File: src/rtl/fifo_stream_reader_pkg.sv
// Shared definitions for the FIFO drain/stream path: framing bit offsets,
// framing state encoding and the packet counter width.
package fifo_stream_pkg;

    localparam int PKT_CNT_W = 16;

    typedef enum logic [0:0] {
        ST_IDLE   = 1'b0,
        ST_IN_PKT = 1'b1
    } frame_state_e;

    function automatic int sop_bit(input int width);
        return width + 1;
    endfunction

    function automatic int eop_bit(input int width);
        return width;
    endfunction

endpackage

File: src/rtl/fifo_stream_reader_if.sv
// FIFO read port plus outbound packet stream and status of the stream reader.
// master = the reader itself, slave = the FIFO/consumer side.
interface fifo_stream_reader_if
    import fifo_stream_pkg::*;
#(
    parameter int WIDTH = 16
);
    logic [WIDTH+1:0]     FIFO_Q;
    logic                 FIFO_EMPTY;
    logic                 FIFO_RD;
    logic                 M_VALID;
    logic                 M_READY;
    logic [WIDTH-1:0]     M_DATA;
    logic                 M_SOP;
    logic                 M_EOP;
    logic                 ERR_CLR;
    logic                 ERR;
    logic [PKT_CNT_W-1:0] PKT_CNT;

    modport master (
        input  FIFO_Q, FIFO_EMPTY, M_READY, ERR_CLR,
        output FIFO_RD, M_VALID, M_DATA, M_SOP, M_EOP, ERR, PKT_CNT
    );

    modport slave (
        output FIFO_Q, FIFO_EMPTY, M_READY, ERR_CLR,
        input  FIFO_RD, M_VALID, M_DATA, M_SOP, M_EOP, ERR, PKT_CNT
    );
endinterface

File: src/rtl/fifo_stream_reader_skid2.sv
// 2-entry in-order valid/ready buffer; head is registered, a push reaches the head
// one cycle later. Caller must not push when full without a same-cycle pop.
module stream_skid2 #(
    parameter int W = 18
) (
    input  logic         clk,
    input  logic         rst_n,
    input  logic         push_i,
    input  logic [W-1:0] push_dat_i,
    input  logic         rdy_i,
    output logic         vld_o,
    output logic [W-1:0] dat_o,
    output logic [1:0]   occ_o
);
    logic [W-1:0] head_q, head_d, tail_q, tail_d;
    logic [1:0]   occ_q, occ_d;
    logic         pop;

    assign vld_o = (occ_q != 2'd0);
    assign dat_o = head_q;
    assign occ_o = occ_q;
    assign pop   = vld_o && rdy_i;

    always_comb begin
        head_d = head_q;
        tail_d = tail_q;
        occ_d  = occ_q;
        case ({push_i, pop})
            2'b10: begin
                if (occ_q == 2'd0) head_d = push_dat_i;
                else               tail_d = push_dat_i;
                occ_d = occ_q + 2'd1;
            end
            2'b01: begin
                head_d = tail_q;
                occ_d  = occ_q - 2'd1;
            end
            2'b11: begin
                // Occupancy holds; the new word lands behind whatever remains.
                if (occ_q == 2'd2) begin
                    head_d = tail_q;
                    tail_d = push_dat_i;
                end else begin
                    head_d = push_dat_i;
                end
            end
            default: ;
        endcase
    end

    always_ff @(posedge clk or negedge rst_n) begin
        if (!rst_n) begin
            head_q <= '0;
            tail_q <= '0;
            occ_q  <= 2'd0;
        end else begin
            head_q <= head_d;
            tail_q <= tail_d;
            occ_q  <= occ_d;
        end
    end
endmodule

File: src/rtl/fifo_stream_reader.sv
// Drains the FIFO onto a valid/ready packet stream with framing checks; 2-cycle
// empty-to-valid latency, 1 word/cycle; reads are credit-limited to the 2-entry buffer.
module fifo_stream_reader
    import fifo_stream_pkg::*;
#(
    parameter int                   WIDTH        = 16,
    parameter logic [PKT_CNT_W-1:0] PKT_CNT_INIT = '0
) (
    input  logic                CLK,
    input  logic                nRST,
    fifo_stream_reader_if.master bus
);
    localparam int SOP_B = sop_bit(WIDTH);
    localparam int EOP_B = eop_bit(WIDTH);

    logic                 inflight_q;
    frame_state_e         state_q, state_d;
    logic                 err_q, err_d;
    logic [PKT_CNT_W-1:0] pkt_cnt_q, pkt_cnt_d;
    logic                 push, viol, pop, m_vld, fifo_rd;
    logic [1:0]           occ;
    logic [WIDTH+1:0]     head;
    logic [2:0]           lvl;
    logic                 cap_sop, cap_eop;

    assign cap_sop = bus.FIFO_Q[SOP_B];
    assign cap_eop = bus.FIFO_Q[EOP_B];
    assign pop     = m_vld && bus.M_READY;

    // Slots committed after this cycle: buffered + the word already on its way - leaving word.
    assign lvl     = {1'b0, occ} + {2'b0, inflight_q} - {2'b0, pop};
    assign fifo_rd = nRST && !bus.FIFO_EMPTY && (lvl < 3'd2);

    always_comb begin
        state_d = state_q;
        push    = 1'b0;
        viol    = 1'b0;
        if (inflight_q) begin
            if (state_q == ST_IDLE && !cap_sop) begin
                viol = 1'b1;
            end else begin
                // A stray SOP inside a packet restarts framing but still forwards the word.
                push    = 1'b1;
                viol    = (state_q == ST_IN_PKT) && cap_sop;
                state_d = cap_eop ? ST_IDLE : ST_IN_PKT;
            end
        end
    end

    assign err_d     = viol ? 1'b1 : (bus.ERR_CLR ? 1'b0 : err_q);
    assign pkt_cnt_d = (pop && head[EOP_B]) ? pkt_cnt_q + PKT_CNT_W'(1) : pkt_cnt_q;

    always_ff @(posedge CLK or negedge nRST) begin
        if (!nRST) begin
            inflight_q <= 1'b0;
            state_q    <= ST_IDLE;
            err_q      <= 1'b0;
            pkt_cnt_q  <= PKT_CNT_INIT;
        end else begin
            inflight_q <= fifo_rd;
            state_q    <= state_d;
            err_q      <= err_d;
            pkt_cnt_q  <= pkt_cnt_d;
        end
    end

    stream_skid2 #(.W(WIDTH + 2)) u_skid (
        .clk        (CLK),
        .rst_n      (nRST),
        .push_i     (push),
        .push_dat_i (bus.FIFO_Q),
        .rdy_i      (bus.M_READY),
        .vld_o      (m_vld),
        .dat_o      (head),
        .occ_o      (occ)
    );

    assign bus.FIFO_RD = fifo_rd;
    assign bus.M_VALID = m_vld;
    assign bus.M_DATA  = head[WIDTH-1:0];
    assign bus.M_SOP   = head[SOP_B];
    assign bus.M_EOP   = head[EOP_B];
    assign bus.ERR     = err_q;
    assign bus.PKT_CNT = pkt_cnt_q;
endmodule

File: src/flat_wrapper.sv
// flat-port wrapper written by rule: the top's interface ports become plain ports
module fifo_stream_reader_flat import fifo_stream_pkg::*;
#(
    parameter int                   WIDTH        = 16,
    parameter logic [PKT_CNT_W-1:0] PKT_CNT_INIT = '0
)
  (CLK, nRST, bus_FIFO_Q, bus_FIFO_EMPTY, bus_M_READY, bus_ERR_CLR, bus_FIFO_RD, bus_M_VALID, bus_M_DATA, bus_M_SOP, bus_M_EOP, bus_ERR, bus_PKT_CNT);
  fifo_stream_reader_if #(.WIDTH(WIDTH)) bus_i ();
  input  logic CLK;
  input  logic nRST;
  input wire logic [$bits(bus_i.FIFO_Q)-1:0] bus_FIFO_Q;
  input wire logic [$bits(bus_i.FIFO_EMPTY)-1:0] bus_FIFO_EMPTY;
  input wire logic [$bits(bus_i.M_READY)-1:0] bus_M_READY;
  input wire logic [$bits(bus_i.ERR_CLR)-1:0] bus_ERR_CLR;
  output wire logic [$bits(bus_i.FIFO_RD)-1:0] bus_FIFO_RD;
  output wire logic [$bits(bus_i.M_VALID)-1:0] bus_M_VALID;
  output wire logic [$bits(bus_i.M_DATA)-1:0] bus_M_DATA;
  output wire logic [$bits(bus_i.M_SOP)-1:0] bus_M_SOP;
  output wire logic [$bits(bus_i.M_EOP)-1:0] bus_M_EOP;
  output wire logic [$bits(bus_i.ERR)-1:0] bus_ERR;
  output wire logic [$bits(bus_i.PKT_CNT)-1:0] bus_PKT_CNT;
  assign bus_i.FIFO_Q = bus_FIFO_Q;
  assign bus_i.FIFO_EMPTY = bus_FIFO_EMPTY;
  assign bus_i.M_READY = bus_M_READY;
  assign bus_i.ERR_CLR = bus_ERR_CLR;
  assign bus_FIFO_RD = bus_i.FIFO_RD;
  assign bus_M_VALID = bus_i.M_VALID;
  assign bus_M_DATA = bus_i.M_DATA;
  assign bus_M_SOP = bus_i.M_SOP;
  assign bus_M_EOP = bus_i.M_EOP;
  assign bus_ERR = bus_i.ERR;
  assign bus_PKT_CNT = bus_i.PKT_CNT;
  fifo_stream_reader #(.WIDTH(WIDTH), .PKT_CNT_INIT(PKT_CNT_INIT)) u_core (.CLK(CLK), .nRST(nRST), .bus(bus_i));
endmodule
File: config.mk
export PLATFORM = sky130hd
export DESIGN_NAME = fifo_stream_reader_flat
export DESIGN_NICKNAME = d
export VERILOG_FILES = /design/src/rtl/fifo_stream_reader_pkg.sv /design/src/rtl/fifo_stream_reader_if.sv /design/src/rtl/fifo_stream_reader_skid2.sv /design/src/rtl/fifo_stream_reader.sv /design/src/flat_wrapper.sv
export SDC_FILE = /design/constraint.sdc
export NUM_CORES = 1
export LEC_CHECK = 0
export ABC_CLOCK_PERIOD_IN_PS = 3800
export BUFFER_PORTS_ARGS = -buffer_cell sky130_fd_sc_hd__buf_4
export CORE_MARGIN = 3
export CORE_UTILIZATION = 40
export CTS_CLUSTER_SIZE = 20
export DETAILED_ROUTE_END_ITERATION = 16
export GPL_ROUTABILITY_DRIVEN = 0
export PLACE_DENSITY = 0.58
export REMOVE_ABC_BUFFERS = 1
export SKIP_CTS_REPAIR_TIMING = 1
export SLEW_MARGIN = 0
export SYNTH_ARGS = -nofsm -noshare
export SYNTH_HDL_FRONTEND = slang
export SYNTH_SLANG_ARGS = --single-unit
File: constraint.sdc
create_clock -name CLK -period 3.8 [get_ports CLK]
set_input_delay 0.19 -clock CLK [delete_from_list [all_inputs] [get_ports CLK]]
set_output_delay 0.19 -clock CLK [all_outputs]
set_load 0.03 [all_outputs]
# Word-level counts from Yosys, hierarchy flattened
# Cells that the tools add are included.
[classes]
mux = 14
n_eq_ne = 7
addsub = 5
n_bitwise = 2
n_reduce_logical = 17
magnitude_cmp = 1
[ops]
columns = ["cell", "n"]
rows = [
  ["two-way mux 18 bit", 4],
  ["one-hot mux 18 bit (3 select lines)", 1],
  ["one-hot mux 18 bit (2 select lines)", 1],
  ["adder 16 x 1 -> 16 bit, second input constant", 1],
  ["nonzero test 2 bit", 4],
  ["two-way mux 1 bit", 7],
  ["equality test 2 bit, second input constant", 3],
  ["logical AND 1 bit", 6],
  ["inequality test 2 bit, second input constant", 3],
  ["one-hot mux 2 bit (2 select lines)", 1],
  ["AND reduction 2 bit", 2],
  ["adder 2 x 1 -> 3 bit", 1],
  ["less-than comparator 3 x 2 -> 1 bit, second input constant", 1],
  ["AND reduction 3 bit", 1],
  ["nonzero test 3 bit", 1],
  ["subtractor 3 x 1 -> 3 bit", 1],
  ["adder 2 x 1 -> 2 bit, second input constant", 1],
  ["equality test 2 x 1 -> 1 bit, second input constant", 1],
  ["zero test 1 bit", 2],
  ["zero test 2 bit", 1],
  ["NOT 1 bit", 2],
  ["subtractor 2 x 1 -> 2 bit, second input constant", 1],
]
[totals]
wordCells = 53
ff_bits = 57
in_bits = 23

# Longest topological paths before layout
# Gate-level depths: netlist (run 1).
[depth]
ltp_word = 7
mapped_depth = 10

# Cells and area by module
# From an unflattened synthesis (run 1), not the netlist that was laid out.
[unflattened]
hier_cells = 218
hier_area_um2 = 2671.3
[modules_own_cells]
columns = ["mod", "n_inst", "area_each_um2", "cells_each", "seq_area_each_um2"]
rows = [
  ["stream_skid2", 1, 1752.9, 140, 950.9],
  ["fifo_stream_reader", 1, 918.4, 78, 475.5],
]

# Worst setup path before layout (run 1)
# No wires, ideal clock.
[synth_timing]
path_type = "reg-to-reg"
from = "reg u_core.u_skid.occ_q[0], in the netlist u_core.u_skid.occ_o[0]"
to = "reg u_core.inflight_q"
period_less_slack_ps = 2438
required_time_ps = 3595
stages_incl_launch_ff = 7
setup_slack_ps = 1362
path_buffers = 1
t_arrival_ps = 2233
path_cell_list = "dfrtp_1 buf_6 o21ai_1 nor2_1 fa_1 xor2_1 nor3_1"
[synth_via]
elab_chain_len = 5
[synth_rtl]
columns = ["element", "line_no", "source"]
rows = [
  ["from (decl)", "fifo_stream_reader_skid2.sv:16", "logic [1:0] occ_q, occ_d;"],
  ["from (signal assigned)", "fifo_stream_reader_skid2.sv:55", "occ_q <= 2'd0;"],
  ["from (signal assigned)", "fifo_stream_reader_skid2.sv:59", "occ_q <= occ_d;"],
  ["parallel branches: the longest is 2 deep, another holds adder 2 x 1 -> 3 bit", "-", ""],
  ["subtractor 3 x 1 -> 3 bit (*)", "fifo_stream_reader.sv:31", "assign lvl = {1'b0, occ} + {2'b0, inflight_q} - {2'b0, pop};"],
  ["less-than comparator 3 x 2 -> 1 bit (*)", "fifo_stream_reader.sv:32", "assign fifo_rd = nRST && !bus.FIFO_EMPTY && (lvl < 3'd2);"],
  ["logical AND 1 bit (*)", "fifo_stream_reader.sv:32", ""],
  ["net bus_FIFO_RD", "flat_wrapper.sv:15", "output wire logic [$bits(bus_i.FIFO_RD)-1:0] bus_FIFO_RD;"],
  ["to (signal assigned)", "fifo_stream_reader.sv:60", "inflight_q <= fifo_rd;"],
  ["to (decl)", "fifo_stream_reader.sv:16", "logic inflight_q;"],
]
# Mark *: on every way through the listed nets, which the timed path passes.
# A chain may end at the register's enable or synchronous reset.

# Worst setup path in the final report (run 1)
[layout_timing]
from = "reg u_core.u_skid.occ_q[1], in the netlist u_core.u_skid.occ_o[1]"
to = "reg u_core.u_skid.tail_q[5]"
[layout_via]
elab_chain_len = 5
[layout_rtl]
columns = ["element", "line_no", "source"]
rows = [
  ["nonzero test 2 bit", "fifo_stream_reader_skid2.sv:19", "assign vld_o = (occ_q != 2'd0);"],
  ["logical AND 1 bit", "fifo_stream_reader_skid2.sv:22", "assign pop = vld_o && rdy_i;"],
  ["equality test 2 bit", "fifo_stream_reader_skid2.sv:28", "case ({push_i, pop})"],
  ["inequality test 2 bit (no source line) or nonzero test 2 bit (tied branches)", "-", ""],
  ["AND reduction 3 bit (no source line)", "-", ""],
  ["to (signal assigned)", "fifo_stream_reader_skid2.sv:58", "tail_q <= tail_d;"],
  ["to (decl)", "fifo_stream_reader_skid2.sv:15", "logic [W-1:0] head_q, head_d, tail_q, tail_d;"],
]
# Parallel ways exist; a longest one is shown, timed or not.

==> impl_metrics.tcl, run 1 <==
set metrics [dict create \
    status "finished, final reports clean" \
    worstPathMaxFanout 18 \
    startpoint_type "register" \
    antenna_found_initial 0 \
    cp.arrival_ps 2950 \
    syn_to_final_growth_pct 26.8 \
    initial_core_util_pct 42.6 \
    ys_seq_area_share_pct 55.0 \
    end_kind "register" \
    layout_common_cells "buf_4, dfrtp_1, nor2_1, a22oi_1, a21oi_1" \
    timing.rr.end "u_core.u_skid.tail_q[5]" \
    clock-sinks 57 \
    min_path_type "primary input to register" \
    yosys.area.top_type "dfrtp_1" \
    switchingPower_mw 1.08 \
    rsz0062_at_grt "false" \
    grt_overflow 0 \
    drc 0 \
    via_per_inst 5.06 \
    drive_gt1_share_pct 34.4 \
    wire_per_inst_um 15.0 \
    holdCritStartpoint "bus_FIFO_EMPTY" \
    setup_viol 0 \
    ant_nets 0 \
    antenna_cells 0 \
    cp.required_ps 4010 \
    ir_drop_uv 471 \
    grt_pass1_vias 1801 \
    placed_area_sq_um 3050 \
    fin_crit_ps 2740 \
    clk_pin_slew_ps 70 \
    ys_types 35 \
    dr.pass1.iters 4 \
    syn_area_sq_um 2590 \
    netlist.area_leader.share_pct 55.0 \
    grt_usage_pct 15.6 \
    reg2reg_from "u_core.u_skid.occ_o[1]" \
    reg2reg_slack_ps 1060 \
    num_vias 1821 \
    fin_area_sq_um 3290 \
    sequentialPowerShare_pct 36.8 \
    clk_latency_ps 320 \
    skew_ps 6.04 \
    worst-slew-pin-transition_ps 916 \
    rr_worst_depth 6 \
    numCtsBuffers 9 \
    synth-warning-count 0 \
    finish.utilization_pct 54.0 \
    cts-root-buf "clkbuf_8" \
    grt_pass1_wl_mm 9.05 \
    final_common_cell "buf_4" \
    coreArea_sq_um 6100 \
    cts_max_path_buffers 2 \
    sw_frac_of_total_pct 38.2 \
    fmax_mhz 364 \
    die_w_um 86.5 \
    internal_power_mw 1.75 \
    ios 60 \
    io_buffers 59 \
    dp_hpwl_mm 3.59 \
    cts_tree "yes" \
    yosys-top-cells-area "dfrtp_1, mux2_4, a22oi_1, mux2_2, xnor2_1" \
    hold_violations 0 \
    finalSetupTns_ps 0 \
    cellPowerDensity_nw_per_um2 859 \
    worstHoldPathCells 2 \
    nets 309 \
    final_max_slew_viol_count 0 \
    min_to "u_core.inflight_q" \
    synth_seq_cells 57 \
    rows 28 \
    clkPwrFrac_pct 22.8 \
    timing.final.crit_share_pct 72.2 \
    grt_max_degree 59 \
    syn_inst 218 \
    crit_type "register to register" \
    relSlewSlack_pct 39.0 \
    die_area_sq_um 7490 \
    cap_violations 0 \
    cts-htree-levels 3 \
    wl_mm 5.38 \
    combPwrFrac_pct 40.3 \
    avgSynthCellArea_sq_um 11.9 \
    drtIter0Drc 96 \
    dieHeight_um 86.5 \
    hold_ws_ps 35.8 \
    nFillCells 560 \
    leakage_nw 1.55 \
]
==> state kept, by name, summed over array words and instances (netlist names) <==
signal and flops:
u_core.inflight_q 1, u_core.u_skid.dat_o 18, u_core.u_skid.tail_q 18, u_core.u_skid.occ_o 2, u_core.bus.ERR 1, u_core.state_q 1
u_core.bus.PKT_CNT 16
==> final cells by class <==
class / instances / area, sq um / area share (%)
flip-flops and latches: 57 / 1430 / 43.3
clock buffers: 11 / 151 / 4.60
repair buffers: 60 / 453 / 13.8
well taps: 75 / 93.8 / 2.85
inverters: 8 / 30.0 / 0.913
clock inverters: 5 / 77.6 / 2.36
multi-input cells: 144 / 1060 / 32.2
==> cell families (layout without fill, tap and decap cells) <==
family | count (synthesis) | after routing | share of synthesized area, %
XOR/XNOR | 20 | 20 | 6.75
AND/OR/NAND/NOR | 55 | 55 | 9.88
flip-flops | 57 | 57 | 55.0
multiplexers | 19 | 19 | 9.69
buffers and inverters | 17 | 84 | 4.24
AO/OA/AOI/OAI | 44 | 44 | 11.3
adder cells (fa/ha/maj) | 6 | 6 | 3.18
==> power by group through the flow <==
stage,clock network (mW),logic (mW),registers (mW)
CTS,0.661,1.16,1.04
global route,0.691,1.24,1.08
floorplan,0,0.526,1.27
finish,0.645,1.14,1.04
detailed placement,0,1.16,1.05
global placement,0,1.13,1.05
==> per-layer routing <==
metal | global-route usage (%) | share of wire, %
met3 | 3.99 | 6.1
met4 | 6.80 | 1.4
met1 | 21.9 | 48
met5 | 0 | 0
met2 | 22.9 | 44
==> worst max path at each step <==
stage	end	depth (start not counted)	startpoint
after floorplan	u_core.inflight_q	5	u_core.u_skid.occ_o[1]
after global placement	u_core.u_skid.tail_q[5]	6	u_core.u_skid.occ_o[1]
after detailed placement	u_core.u_skid.tail_q[5]	6	u_core.u_skid.occ_o[1]
after CTS	u_core.u_skid.tail_q[5]	6	u_core.u_skid.occ_o[1]
after global routing	u_core.u_skid.tail_q[17]	6	u_core.u_skid.occ_o[1]
final	u_core.u_skid.tail_q[5]	6	u_core.u_skid.occ_o[1]
==> synth_stat cells, drive strengths merged <==
cell type   n
nand2      12
and3        1
nor3        3
and4        1
fa          1
a22oi      18
nand3       6
inv         8
o2111ai     1
o211a       1
nand2b      2
dfrtp      57
or2         1
nand4       3
o211ai      1
buf         8
ha          5
clkbuf      1
nor4        2
o21ai       3
mux2       19
nor2       24
xnor2      11
xor2        9
o22ai       1
a21oi      19
==> stage by stage <==
stage          power, mW  instances  setup WS, ps
6_report            2.83        360          1060
5_1_grt             3.02        360           867
4_1_cts             2.86        359          1030
3_5_place_dp        2.20        343          1050
3_3_place_gp        2.18        343          1170
2_1_floorplan       1.80        209          1360
==> worst max-delay path, cell delays in order (launching register included) <==
cell and delay (ps):
dfrtp_1 480, o21ai_1 460, inv_1 170, ha_1 250, nand2_1 110, o211a_1 750, mux2_2 420
(Power assumes the default switching activity.)
==> run 2: changes to the inputs <==
--- a/config.mk
+++ b/config.mk
@@ -5,14 +5,14 @@
 export SDC_FILE = /design/constraint.sdc
 export NUM_CORES = 1
 export LEC_CHECK = 0
-export ABC_CLOCK_PERIOD_IN_PS = 3800
+export ABC_CLOCK_PERIOD_IN_PS = 2390
 export BUFFER_PORTS_ARGS = -buffer_cell sky130_fd_sc_hd__buf_4
 export CORE_MARGIN = 3
 export CORE_UTILIZATION = 40
 export CTS_CLUSTER_SIZE = 20
 export DETAILED_ROUTE_END_ITERATION = 16
 export GPL_ROUTABILITY_DRIVEN = 0
-export PLACE_DENSITY = 0.58
+export PLACE_DENSITY = 0.61
 export REMOVE_ABC_BUFFERS = 1
 export SKIP_CTS_REPAIR_TIMING = 1
 export SLEW_MARGIN = 0
==> constraint.sdc (replaced) <==
create_clock -name CLK -period 2.39 [get_ports CLK]
set_input_delay 0.1195 -clock CLK [delete_from_list [all_inputs] [get_ports CLK]]
set_output_delay 0.1195 -clock CLK [all_outputs]
set_load 0.03 [all_outputs]
==> impl_metrics.tcl, run 2 (synthesized netlist as in run 1, its figures left out) <==
set metrics [dict create \
    clock-sinks 57 \
    routed-wl-met2_mm 2.30 \
    cts_tree "yes" \
    status "finished, final reports clean" \
    min_path_type "primary input to register" \
    sequentialPowerShare_pct 34.9 \
    path_delay_family "adder cells" \
    drtIter0Drc 75 \
    path_cells "o21ai_1 -> nor2_1 -> fa_1 -> xor2_1 -> nor3_1 -> buf_4" \
    dp_hpwl_mm 3.52 \
    end_kind "output pin" \
    via_per_inst 4.98 \
    cap_violations 0 \
    leakage_nw 1.60 \
    timing.rr.end "u_core.u_skid.dat_o[13]" \
    dieHeight_um 86.5 \
    clk_latency_ps 330 \
    cts-root-buf "clkbuf_8" \
    layout_common_cells "buf_4, dfrtp_1, nor2_1, a22oi_1, a21oi_1" \
    internal_power_mw 2.89 \
    nets 319 \
    drc 0 \
    max_stage_delay_ps 400 \
    worstPathMaxFanout 3 \
    nFillCells 539 \
    reg2reg_slack_ps 280 \
    ir_drop_uv 711 \
    combPwrFrac_pct 41.6 \
    final_max_slew_viol_count 0 \
    startpoint_type "register" \
    ant_nets 0 \
    wl_met1_mm 2.44 \
    drive_gt1_share_pct 35.9 \
    wire_per_inst_um 14.1 \
    fin_crit_ps 2150 \
    cp.required_ps 2270 \
    cts-htree-levels 3 \
    sw_frac_of_total_pct 37.4 \
    placed_area_sq_um 3120 \
    slowest_stage "fa_1" \
    die_area_sq_um 7490 \
    cts_max_path_buffers 2 \
    grt_pass1_vias 1888 \
    io_buffers 59 \
    skew_ps 6.98 \
    ios 60 \
    min_to "u_core.u_skid.tail_q[14]" \
    timing.final.crit_share_pct 89.8 \
    total_power_mw 4.61 \
    top_layer "met4" \
    rsz0062_at_grt "false" \
    fmax_mhz 466 \
    hold_violations 0 \
    setup_viol 0 \
    clk_pin_slew_ps 70 \
    coreArea_sq_um 6100 \
    cp.arrival_ps 2030 \
    reg2reg_from "u_core.state_q" \
    numCtsBuffers 9 \
    rows 28 \
    wl_met3_um 442 \
    cp-startpoint "u_core.u_skid.occ_o[1]" \
    worstHoldPathCells 2 \
    crit_type "register to output pin" \
    relSlewSlack_pct 52.5 \
    initial_core_util_pct 42.6 \
    syn_to_final_growth_pct 31.2 \
    worst-slew-pin-transition_ps 713 \
    setup_slack_ps 245 \
    finalSetupTns_ps 0 \
    antenna_cells 0 \
    grt_pass1_wl_mm 8.86 \
    clkPwrFrac_pct 23.5 \
    die_w_um 86.5 \
    worst-path-stages 6 \
    place_ws_ps 116 \
    grt_overflow 0 \
    grt_usage_pct 15.1 \
    cellPowerDensity_nw_per_um2 1360 \
    fin_area_sq_um 3400 \
    switchingPower_mw 1.73 \
    antenna_found_initial 0 \
    holdCritStartpoint "bus_FIFO_Q[14]" \
    num_vias 1844 \
    rr_worst_depth 9 \
    critPathBufInv 1 \
    grt_max_degree 58 \
    wl_mm 5.23 \
    dr.pass1.iters 5 \
    final_common_cell "buf_4" \
]
-- run 2: final cells by class --
class                   count  area (sq um)  area share (%)
flip-flops and latches     57          1430            41.9
multi-input cells         144          1070            31.3
repair buffers             70           546            16.0
clock buffers               9           124            3.64
clock inverters             7           119            3.49
well taps                  75          93.8            2.76
inverters                   8          30.0           0.882
-- run 2: per-stage QoR --
step | hold WS, ps | instances | util [%]
floorplan | -176 | 209 | -
global placement | 303 | 351 | 51.3
detailed placement | 301 | 351 | 51.3
CTS | -54.1 | 367 | 55.2
global route | 7.31 | 370 | 55.8
finish | 28.1 | 370 | 55.8
-- run 2: power by group through the flow --
stage	clock network [mW]	registers (mW)	logic, mW
final	1.09	1.61	1.92
after global routing	1.16	1.67	2.10
after CTS	1.12	1.61	1.94
after detailed placement	0	1.62	1.93
after global placement	0	1.62	1.90
after floorplan	0	2.02	0.836
-- run 2: routing by layer --
layer,up-vias,track usage [%]
met5,-,0
met4,0,3.82
met3,5,6.18
met2,60,24.1
met1,875,19.1
li1,904,-
-- run 2: worst register-to-register path, delay by kind of cell (launching register included) --
| kind | cells | cell delay [ps] |
|---|---|---|
| flops | 1 | 380 |
| fa+ha+maj | 2 | 350 |
| simple gates | 3 | 700 |
| buf+inv | 2 | 150 |
| compound gates | 2 | 420 |
-- run 2: worst max-delay path by stage --
| stage | end | slack, ps |
|---|---|---|
| CTS | u_core.u_skid.dat_o[13] | 90 |
| global placement | u_core.u_skid.dat_o[15] | 170 |
| finish | bus_FIFO_RD | 240 |
| global route | u_core.u_skid.dat_o[3] | 30 |
| floorplan | u_core.inflight_q | -50 |
| detailed placement | u_core.u_skid.dat_o[13] | 120 |
==> run 3: changes to the inputs <==
--- a/config.mk
+++ b/config.mk
@@ -5,14 +5,15 @@
 export SDC_FILE = /design/constraint.sdc
 export NUM_CORES = 1
 export LEC_CHECK = 0
-export ABC_CLOCK_PERIOD_IN_PS = 2390
+export ABC_CLOCK_PERIOD_IN_PS = 2100
 export BUFFER_PORTS_ARGS = -buffer_cell sky130_fd_sc_hd__buf_4
+export CELL_PAD_IN_SITES_DETAIL_PLACEMENT = 1
+export CELL_PAD_IN_SITES_GLOBAL_PLACEMENT = 2
 export CORE_MARGIN = 3
-export CORE_UTILIZATION = 40
-export CTS_CLUSTER_SIZE = 20
+export CORE_UTILIZATION = 34
 export DETAILED_ROUTE_END_ITERATION = 16
 export GPL_ROUTABILITY_DRIVEN = 0
-export PLACE_DENSITY = 0.61
+export PLACE_DENSITY = 0.74
 export REMOVE_ABC_BUFFERS = 1
 export SKIP_CTS_REPAIR_TIMING = 1
 export SLEW_MARGIN = 0
==> constraint.sdc (replaced) <==
create_clock -name CLK -period 2.1 [get_ports CLK]
set_input_delay 0.105 -clock CLK [delete_from_list [all_inputs] [get_ports CLK]]
set_output_delay 0.105 -clock CLK [all_outputs]
set_load 0.03 [all_outputs]
==> impl_metrics.tcl, run 3 (synthesized netlist as in run 1, its figures left out) <==
set metrics [dict create \
    reg2reg_from "u_core.state_q" \
    die_area_sq_um 8720 \
    min_path_type "primary input to asynchronous set/reset pin" \
    worst-slew-pin-transition_ps 723 \
    fin_crit_ps 2030 \
    combPwrFrac_pct 44.0 \
    ios 60 \
    cts-root-buf "clkbuf_8" \
    stdcell_count 398 \
    clock-sinks 57 \
    grt_overflow 0 \
    io_buffers 59 \
    layout_common_cells "buf_4, dfrtp_1, nor2_1, a22oi_1, a21oi_1" \
    cp.arrival_ps 1930 \
    worstPathMaxFanout 2 \
    cp.required_ps 2000 \
    cts_tree "yes" \
    initial_core_util_pct 35.4 \
    fmax_mhz 493 \
    clk_pin_slew_ps 70 \
    cellPowerDensity_nw_per_um2 1510 \
    drc 0 \
    end_kind "output pin" \
    sequentialPowerShare_pct 35.1 \
    ant_nets 0 \
    grt_max_degree 58 \
    wire_per_inst_um 15.1 \
    via_per_inst 4.85 \
    clk_latency_ps 330 \
    crit_type "register to output pin" \
    startpoint_type "register" \
    ir_drop_uv 621 \
    cap_violations 0 \
    num_vias 1930 \
    dr.pass1.iters 4 \
    reg2reg_slack_ps 100 \
    skew_ps 9.46 \
    drive_gt1_share_pct 38.5 \
    hold_ws_ps -27.9 \
    placedCellCount 377 \
    grt_usage_pct 14.2 \
    cts_max_path_buffers 2 \
    rows 31 \
    final_max_slew_viol_count 0 \
    rsz0062_at_grt "true" \
    place_ws_ps -201 \
    coreArea_sq_um 7330 \
    hold_violations 55 \
    setup_slack_ps 70.0 \
    status "complete, but fails checks" \
    grt_pass1_vias 1958 \
    die_w_um 93.4 \
    setup_viol 0 \
    fin_area_sq_um 3490 \
    clkPwrFrac_pct 20.9 \
    timing.final.crit_share_pct 96.7 \
    dieHeight_um 93.4 \
    nets 324 \
    relSlewSlack_pct 51.8 \
    rr_worst_depth 9 \
    final_common_cell "buf_4" \
    antenna_cells 0 \
    internal_power_mw 3.24 \
    violations "hold timing" \
    dp_hpwl_mm 4.02 \
    cts-htree-levels 3 \
    syn_to_final_growth_pct 34.3 \
    grt_pass1_wl_mm 9.66 \
    sw_frac_of_total_pct 38.4 \
    switchingPower_mw 2.02 \
    drtIter0Drc 59 \
    timing.rr.end "u_core.u_skid.tail_q[6]" \
    leakage_nw 1.63 \
    wl_mm 6.01 \
    numCtsBuffers 9 \
    placed_area_sq_um 3170 \
    antenna_found_initial 0 \
]
-- run 3: power groups by stage --
stage	registers, mW	clock network [mW]	logic, mW
after floorplan	2.30	0	0.952
after global placement	1.85	0	2.19
after global routing	1.91	1.18	2.52
after CTS	1.85	1.13	2.25
final	1.84	1.10	2.32
after detailed placement	1.87	0	2.24
-- run 3: final cells by class --
cell class / count / area (sq um)
clock buffer: 13 / 179
clock inverter: 2 / 35.0
fill: 803 / 3840
inverter: 8 / 30.0
multi-input combinational: 144 / 1090
sequential: 57 / 1430
tap: 99 / 124
timing repair buffer: 75 / 603
-- run 3: layer usage --
metal	vias to the layer above	global-route usage [%]	wire length, um	share of wire, %
met2	47	22.6	2950	49
met4	0	5.49	58	0.96
met3	7	3.14	262	4.4
met5	-	0	0	0
li1	913	-	-	-
met1	963	18.6	2740	46
-- run 3: worst max-delay path by stage --
stage / to / start / slack [ps] / cells past startpoint
2_1_floorplan: u_core.inflight_q / u_core.u_skid.occ_o[1] / -340 / 5
3_3_place_gp: u_core.u_skid.dat_o[16] / u_core.state_q / -70 / 9
3_5_place_dp: u_core.u_skid.dat_o[12] / u_core.state_q / -200 / 9
4_1_cts: u_core.u_skid.dat_o[12] / u_core.state_q / -220 / 9
5_1_grt: u_core.u_skid.tail_q[6] / u_core.state_q / -50 / 9
6_report: bus_FIFO_RD / u_core.u_skid.occ_o[0] / 70 / 7
-- run 3: per-stage QoR --
step | TNS (ps) | power (mW) | utilization (%) | hold slack, ps
floorplan | -5170 | 3.25 | - | -191
global placement | -999 | 4.04 | 43.2 | 281
detailed placement | -2690 | 4.11 | 43.2 | 282
CTS | -3170 | 5.23 | 46.2 | -75.0
global route | -326 | 5.61 | 47.6 | 9.43
finish | 0 | 5.26 | 47.6 | -27.9
-- run 3: critical path, stage by stage, from the launching register on --
cell and delay, ps:
dfrtp_1 390, o21ai_2 170, buf_6 120, nor2_2 30
fa_2 340, xor2_1 170, nor3_4 210, buf_6 150
